### src/rtl/align_pp_pipe_pkg.sv
// align_pp_pipe_pkg: shared widths and reset values for the partial-product aligner
package align_pp_pipe_pkg;

    localparam logic RST_VALID = 1'b0;

    function automatic int out_w(input int man_w, input int shift_w);
        return man_w + shift_w + 1;
    endfunction

endpackage

### src/rtl/align_lane.sv
// align_lane: shift one sign-magnitude lane to the group exponent, add sticky, convert to two's complement
module align_lane import align_pp_pipe_pkg::*; #(
    parameter int MAN_W     = 3,
    parameter int EXP_W     = 6,
    parameter int SHIFT_W   = 11,
    parameter int STICKY_EN = 0,
    localparam int OUT_W    = out_w(MAN_W, SHIFT_W)
) (
    input  logic [MAN_W:0]     pp_i,
    input  logic [EXP_W-1:0]   exp_i,
    input  logic [EXP_W-1:0]   max_exp_i,
    output logic [OUT_W-1:0]   align_o
);

    localparam int W = MAN_W + SHIFT_W;

    logic [EXP_W-1:0] diff;
    logic [2*W-1:0]   wide;
    logic [W-1:0]     mag_sh;
    logic             sticky;
    logic             gone;

    // Upper half of the wide shift is the aligned magnitude, lower half holds the bits shifted past the LSB
    always_comb begin
        diff    = max_exp_i - exp_i;
        gone    = int'(diff) > W - 1;
        wide    = {pp_i[MAN_W-1:0], {SHIFT_W{1'b0}}, {W{1'b0}}} >> diff;
        mag_sh  = gone ? '0 : wide[2*W-1:W];
        sticky  = gone ? |pp_i[MAN_W-1:0] : |wide[W-1:0];
        mag_sh[0] = mag_sh[0] | ((STICKY_EN != 0) && sticky);
        align_o = pp_i[MAN_W] ? ~{1'b0, mag_sh} + OUT_W'(1) : {1'b0, mag_sh};
    end

endmodule

### src/rtl/align_pp_pipe.sv
// align_pp_pipe: two-stage handshaked group aligner feeding the adder tree
module align_pp_pipe import align_pp_pipe_pkg::*; #(
    parameter int NUM_PP    = 4,
    parameter int MAN_W     = 3,
    parameter int EXP_W     = 6,
    parameter int SHIFT_W   = 11,
    parameter int STICKY_EN = 0,
    parameter int QF_W      = 5,
    localparam int OUT_W    = out_w(MAN_W, SHIFT_W)
) (
    input  logic                        i_clk,
    input  logic                        i_rst,
    input  logic                        i_valid,
    output logic                        o_ready,
    input  logic [NUM_PP*(MAN_W+1)-1:0] i_pp,
    input  logic [NUM_PP*EXP_W-1:0]     i_exp,
    input  logic [QF_W-1:0]             i_Q_frac,
    output logic                        o_valid,
    input  logic                        i_ready,
    output logic [NUM_PP*OUT_W-1:0]     o_align_pp,
    output logic [EXP_W-1:0]            o_max_exp,
    output logic [QF_W-1:0]             o_Q_frac
);

    localparam int PW = MAN_W + 1;
    localparam int LV = $clog2(NUM_PP);
    localparam int N2 = 1 << LV;

    logic                    s1v_q, s1v_d, s2v_q, s2v_d;
    logic                    s1_ld, s2_ld;
    logic [NUM_PP*PW-1:0]    pp_q;
    logic [NUM_PP*EXP_W-1:0] exp_q;
    logic [QF_W-1:0]         qf1_q, qf2_q;
    logic [EXP_W-1:0]        mx1_q, mx2_q;
    logic [NUM_PP*OUT_W-1:0] align_q, align_d;
    logic [EXP_W-1:0]        tree [1:2*N2-1];

    // Heap-ordered max tree; zero-magnitude lanes enter as exponent 0 so an all-zero group yields 0
    always_comb begin
        for (int i = N2; i < 2 * N2; i++) tree[i] = '0;
        for (int i = 0; i < NUM_PP; i++)
            tree[N2+i] = |i_pp[i*PW +: MAN_W] ? i_exp[i*EXP_W +: EXP_W] : '0;
        for (int i = N2 - 1; i >= 1; i--)
            tree[i] = tree[2*i] > tree[2*i+1] ? tree[2*i] : tree[2*i+1];
    end

    for (genvar k = 0; k < NUM_PP; k++) begin : g_lane
        align_lane #(
            .MAN_W(MAN_W), .EXP_W(EXP_W), .SHIFT_W(SHIFT_W), .STICKY_EN(STICKY_EN)
        ) u_lane (
            .pp_i(pp_q[k*PW +: PW]),
            .exp_i(exp_q[k*EXP_W +: EXP_W]),
            .max_exp_i(mx1_q),
            .align_o(align_d[k*OUT_W +: OUT_W])
        );
    end

    // Per-stage advance: a stage loads when it is empty or its contents move on this cycle
    always_comb begin
        s2_ld   = !s2v_q || i_ready;
        s1_ld   = !s1v_q || s2_ld;
        s1v_d   = s1_ld ? i_valid : s1v_q;
        s2v_d   = s2_ld ? s1v_q : s2v_q;
        o_ready = s1_ld;
    end

    // Stage valid flags
    always_ff @(posedge i_clk) begin
        s1v_q <= i_rst ? RST_VALID : s1v_d;
        s2v_q <= i_rst ? RST_VALID : s2v_d;
    end

    // Stage 1 data: raw lanes, exponents, sideband and group max exponent
    always_ff @(posedge i_clk) begin
        if (i_rst) begin
            pp_q  <= '0;
            exp_q <= '0;
            qf1_q <= '0;
            mx1_q <= '0;
        end else if (s1_ld && i_valid) begin
            pp_q  <= i_pp;
            exp_q <= i_exp;
            qf1_q <= i_Q_frac;
            mx1_q <= tree[1];
        end
    end

    // Stage 2 data: aligned two's-complement lanes held stable while stalled
    always_ff @(posedge i_clk) begin
        if (i_rst) begin
            align_q <= '0;
            mx2_q   <= '0;
            qf2_q   <= '0;
        end else if (s2_ld && s1v_q) begin
            align_q <= align_d;
            mx2_q   <= mx1_q;
            qf2_q   <= qf1_q;
        end
    end

    assign o_valid    = s2v_q && !i_rst;
    assign o_align_pp = align_q;
    assign o_max_exp  = mx2_q;
    assign o_Q_frac   = qf2_q;

endmodule

### config.mk
export PLATFORM = sky130hd
export DESIGN_NAME = align_pp_pipe
export DESIGN_NICKNAME = d
export VERILOG_FILES = /design/src/rtl/align_pp_pipe_pkg.sv /design/src/rtl/align_lane.sv /design/src/rtl/align_pp_pipe.sv
export SDC_FILE = /design/constraint.sdc
export NUM_CORES = 1
export LEC_CHECK = 0
export ABC_AREA = 1
export CAP_MARGIN = 0
export CORE_MARGIN = 1
export CORE_UTILIZATION = 45
export DETAILED_ROUTE_END_ITERATION = 12
export PLACE_DENSITY_LB_ADDON = 0.3
export REMOVE_ABC_BUFFERS = 1
export SLEW_MARGIN = 20
export SYNTH_ARGS = -nofsm -noshare
export SYNTH_HDL_FRONTEND = slang
export SYNTH_SLANG_ARGS = --single-unit
### constraint.sdc
create_clock -name i_clk -period 6.35 [get_ports i_clk]
set_clock_uncertainty 0.1 [all_clocks]
set_input_delay 1.905 -clock i_clk [delete_from_list [all_inputs] [get_ports i_clk]]
set_output_delay 1.905 -clock i_clk [all_outputs]
set_load 0.01 [all_outputs]
==> impl_metrics.toml <==
[logic_synthesis]
yosysMostFrequentCell = "nand2_1"
netlist_instances = 1489
synthFlopType = "dfxtp_1"
netlist_top_cells_area = "dfxtp_1 28%, nand2_1 16%, nor2_1 11%, nand3_1 8.2%, o21ai_0 6.8%"
synth_top_area_share = 0.278
synth-edff-count = 0
synthArstFlopShare = 0
ys_top_cells_by_count = "382 x nand2_1, 254 x nor2_1, 153 x inv_1"
syn_area_um2 = 8930
yosysUniqueCellTypes = 36
synth_top_area_cell = "dfxtp_1"
syn_avg_cell_area_um2 = 5.99
synth_seq_area_share = 0.278
ys_seq_elements = 124
yosys_warnings = 0

[worst_setup_path]
r2r_start = "mx1_q[0]"
crit_top_cell = "inv_1"
criticalPathCategory = "input pin to flop"
r2r_slack_ps = 3040
arrival_ps = 5830
r2r-end = "o_align_pp[57]"
slowest_stage = "nor3_1"
crit_buf_inv = 7
reg2reg_depth = 20
cp_cell_sequence = "clkdlybuf4s50_1 > nor3_1 > inv_1 > nand2_1 > ha_1 > inv_1 > nor2_1 > o21ai_0 > o211ai_1 > nand2_1 > nand2_1 > o21ai_0 > inv_1 > ha_1 > nand2_1 > inv_1 > nand3_1 > inv_1 > o21ai_0 > a31oi_1 > clkinv_1 > o211ai_1 > a21oi_1"
slowest_delay_ps = 470
worstPathMaxFanout = 12
cp-end-kind = "flop"
critPathTopFamily = "buffers and inverters"
critPathRequiredTime_ps = 6530
startpoint_type = "input pin"

[sta]
layout_min_cycle_time_ps = 5650
hold_viol = 0
drv_slew = 0
relSlewSlack = 0.316
period_share = 0.890
setup_viol = 0
grt_setup_unrepaired = "no"
holdWs_ps = 360
fin_setup_tns_ps = 0
max_clock_freq_ghz = 0.177
tightest_slew_ps = 1020

[route]
first_iter_violations = 513
dr.pass1.iters = 5
antenna_left = 0
wl_um = 23600
routedWlPerCell_um = 12.7
remaining_drc_errors = 0
vias_per_cell = 5.03
vias = 9344

[cts]
postCtsHoldBufs = 0
cts_setup_buffers = 0
cts-htree-levels = 4
clock-root-buffer = "clkbuf_16"
cts_tree = "built"
clkLatencyLatePin_ps = 420
cts_buffers = 17
clk_pin_slew_ps = 60
clockBufferDepth = 2
ctsResizeCount = 0
clock_sinks = 124

[pwr]
p_leak_nw = 5.29
swShare = 0.422
pwr-share-comb = 0.440
intPower_mw = 1.92
switching_power_mw = 1.40
p_clk_frac = 0.291
p_per_area_nw_per_um2 = 305
power_mw = 3.32
irDropWorstVdd_mv = 0.189
power_frac_seq = 0.270

[worst_hold_path]
worstHoldStart = "exp_q[10]"
hold_path.class = "flop to flop"
min_path_cells = 2
min_to = "exp_q[10]"

[finish]
drive_above_1_share = 0.0552
final_cells = 1859
fin_util = 0.559
n_fill_cell = 1997
nets = 1676
n_antenna_cell = 0
syn2layout_area_growth_pct = 21.8

[floorplanning]
die_w_um = 143
row_count = 51
core_area_um2 = 19500
die_h_um = 143
pin_count = 122
die_area_um2 = 20400
start_util = 0.459

[run_status]
status = "complete, no violations"

[placed_design]
io_buffers = 121
dp_hpwl_um = 17600
dp.cells = 1827
place_congestion = 0.904

[global_route]
grt.overflow.total = 0
grt_pass1_vias = 8445
grt_use_met1 = 0.316
use_met2 = 0.405
grt.total_usage = 0.244
grt.busiest_layer = "met2"
grt_pass1_wl_um = 39700
use_met3 = 0.0446
antenna_found_initial = 0
grt_max_degree = 75

[run]
drv_cap = 0
-- flip-flops by register name, indices dropped and copies added, names as in the netlist --
| register | flops |
|---|---|
| s1v_q | 1 |
| o_max_exp | 6 |
| s2v_q | 1 |
| pp_q | 16 |
| qf1_q | 5 |
| o_align_pp | 60 |
| exp_q | 24 |
| o_Q_frac | 5 |
| mx1_q | 6 |
-- worst register-to-register path, stage by stage (launching register included) --
cell and delay (ps):
dfxtp_1 300, inv_1 270, ha_1 220, inv_1 70, fa_1 620, inv_1 140
nor2_1 170, nand2_1 60, o21ai_0 120, nand2_1 100, nor2_1 100, nand2_1 110
ha_1 250, nand2_1 70, nor2_1 50, nand3_1 90, nand2_1 100, nand3_1 110
nand3_1 80, nand2_1 70, inv_1 30
-- kinds of logic (layout without fill, tap and decap cells) --
group,count (synthesis),after routing,share of synthesized area
simple gates,832,832,0.390
compound gates,250,250,0.150
xor+xnor,18,18,0.0177
buf+inv,219,324,0.0966
fa+ha+maj,46,46,0.0678
flops,124,124,0.278
-- cells in the final DEF (no fill, tap or decap), drive strengths merged, types with 2 or more instances in the layout --
master / instances
buf: 6
ha: 42
nor3: 5
bufinv: 2
xnor2: 4
fa: 4
nor2: 260
clkbuf: 17
o211ai: 14
dfxtp: 124
nand2: 403
xor2: 14
a31oi: 7
nand4: 11
clkinv: 7
nand3: 151
inv: 167
clkinvlp: 4
clkdlybuf4s50: 121
a21oi: 101
o21ai: 126
-- worst max-delay path by stage --
stage / startpoint / cells past startpoint / slack [ps] / to
finish: i_pp[4] / 23 / 700 / mx1_q[4]
global placement: i_pp[4] / 23 / 390 / mx1_q[5]
CTS: i_pp[4] / 24 / 740 / mx1_q[4]
global route: i_pp[0] / 23 / 260 / mx1_q[4]
floorplan: i_ready / 6 / 1350 / o_align_pp[18]
detailed placement: i_pp[4] / 23 / 320 / mx1_q[2]
-- power groups by stage --
stage	registers (mW)	clock network, mW	logic (mW)
floorplan	0.911	0	1.08
global placement	0.909	0	1.43
detailed placement	0.911	0	1.45
CTS	0.894	0.981	1.46
global route	0.903	1.02	1.68
finish	0.894	0.964	1.46
-- per-stage QoR --
step	area, um2	setup slack (ps)
2_1_floorplan	8680	1350
3_3_place_gp	10300	390
3_5_place_dp	10300	316
4_1_cts	10900	735
5_1_grt	10900	264
6_report	10900	698
-- area by class of cell --
type	instances	area [um2]	share of cell area
tap	265	332	0.0305
clock buffer	17	425	0.0391
timing repair buffer	127	1270	0.117
inverter	165	621	0.0571
multi-input combinational	1146	5580	0.514
clock inverter	15	161	0.0148
sequential	124	2480	0.228
-- routing by layer --
metal	share of wire	vias to the layer above	wire length, um
li1	-	4980	-
met1	0.48	4110	11400
met2	0.45	215	10600
met3	0.046	39	1080
met4	0.021	0	493
met5	0	-	0
(Power assumes the default switching activity.)
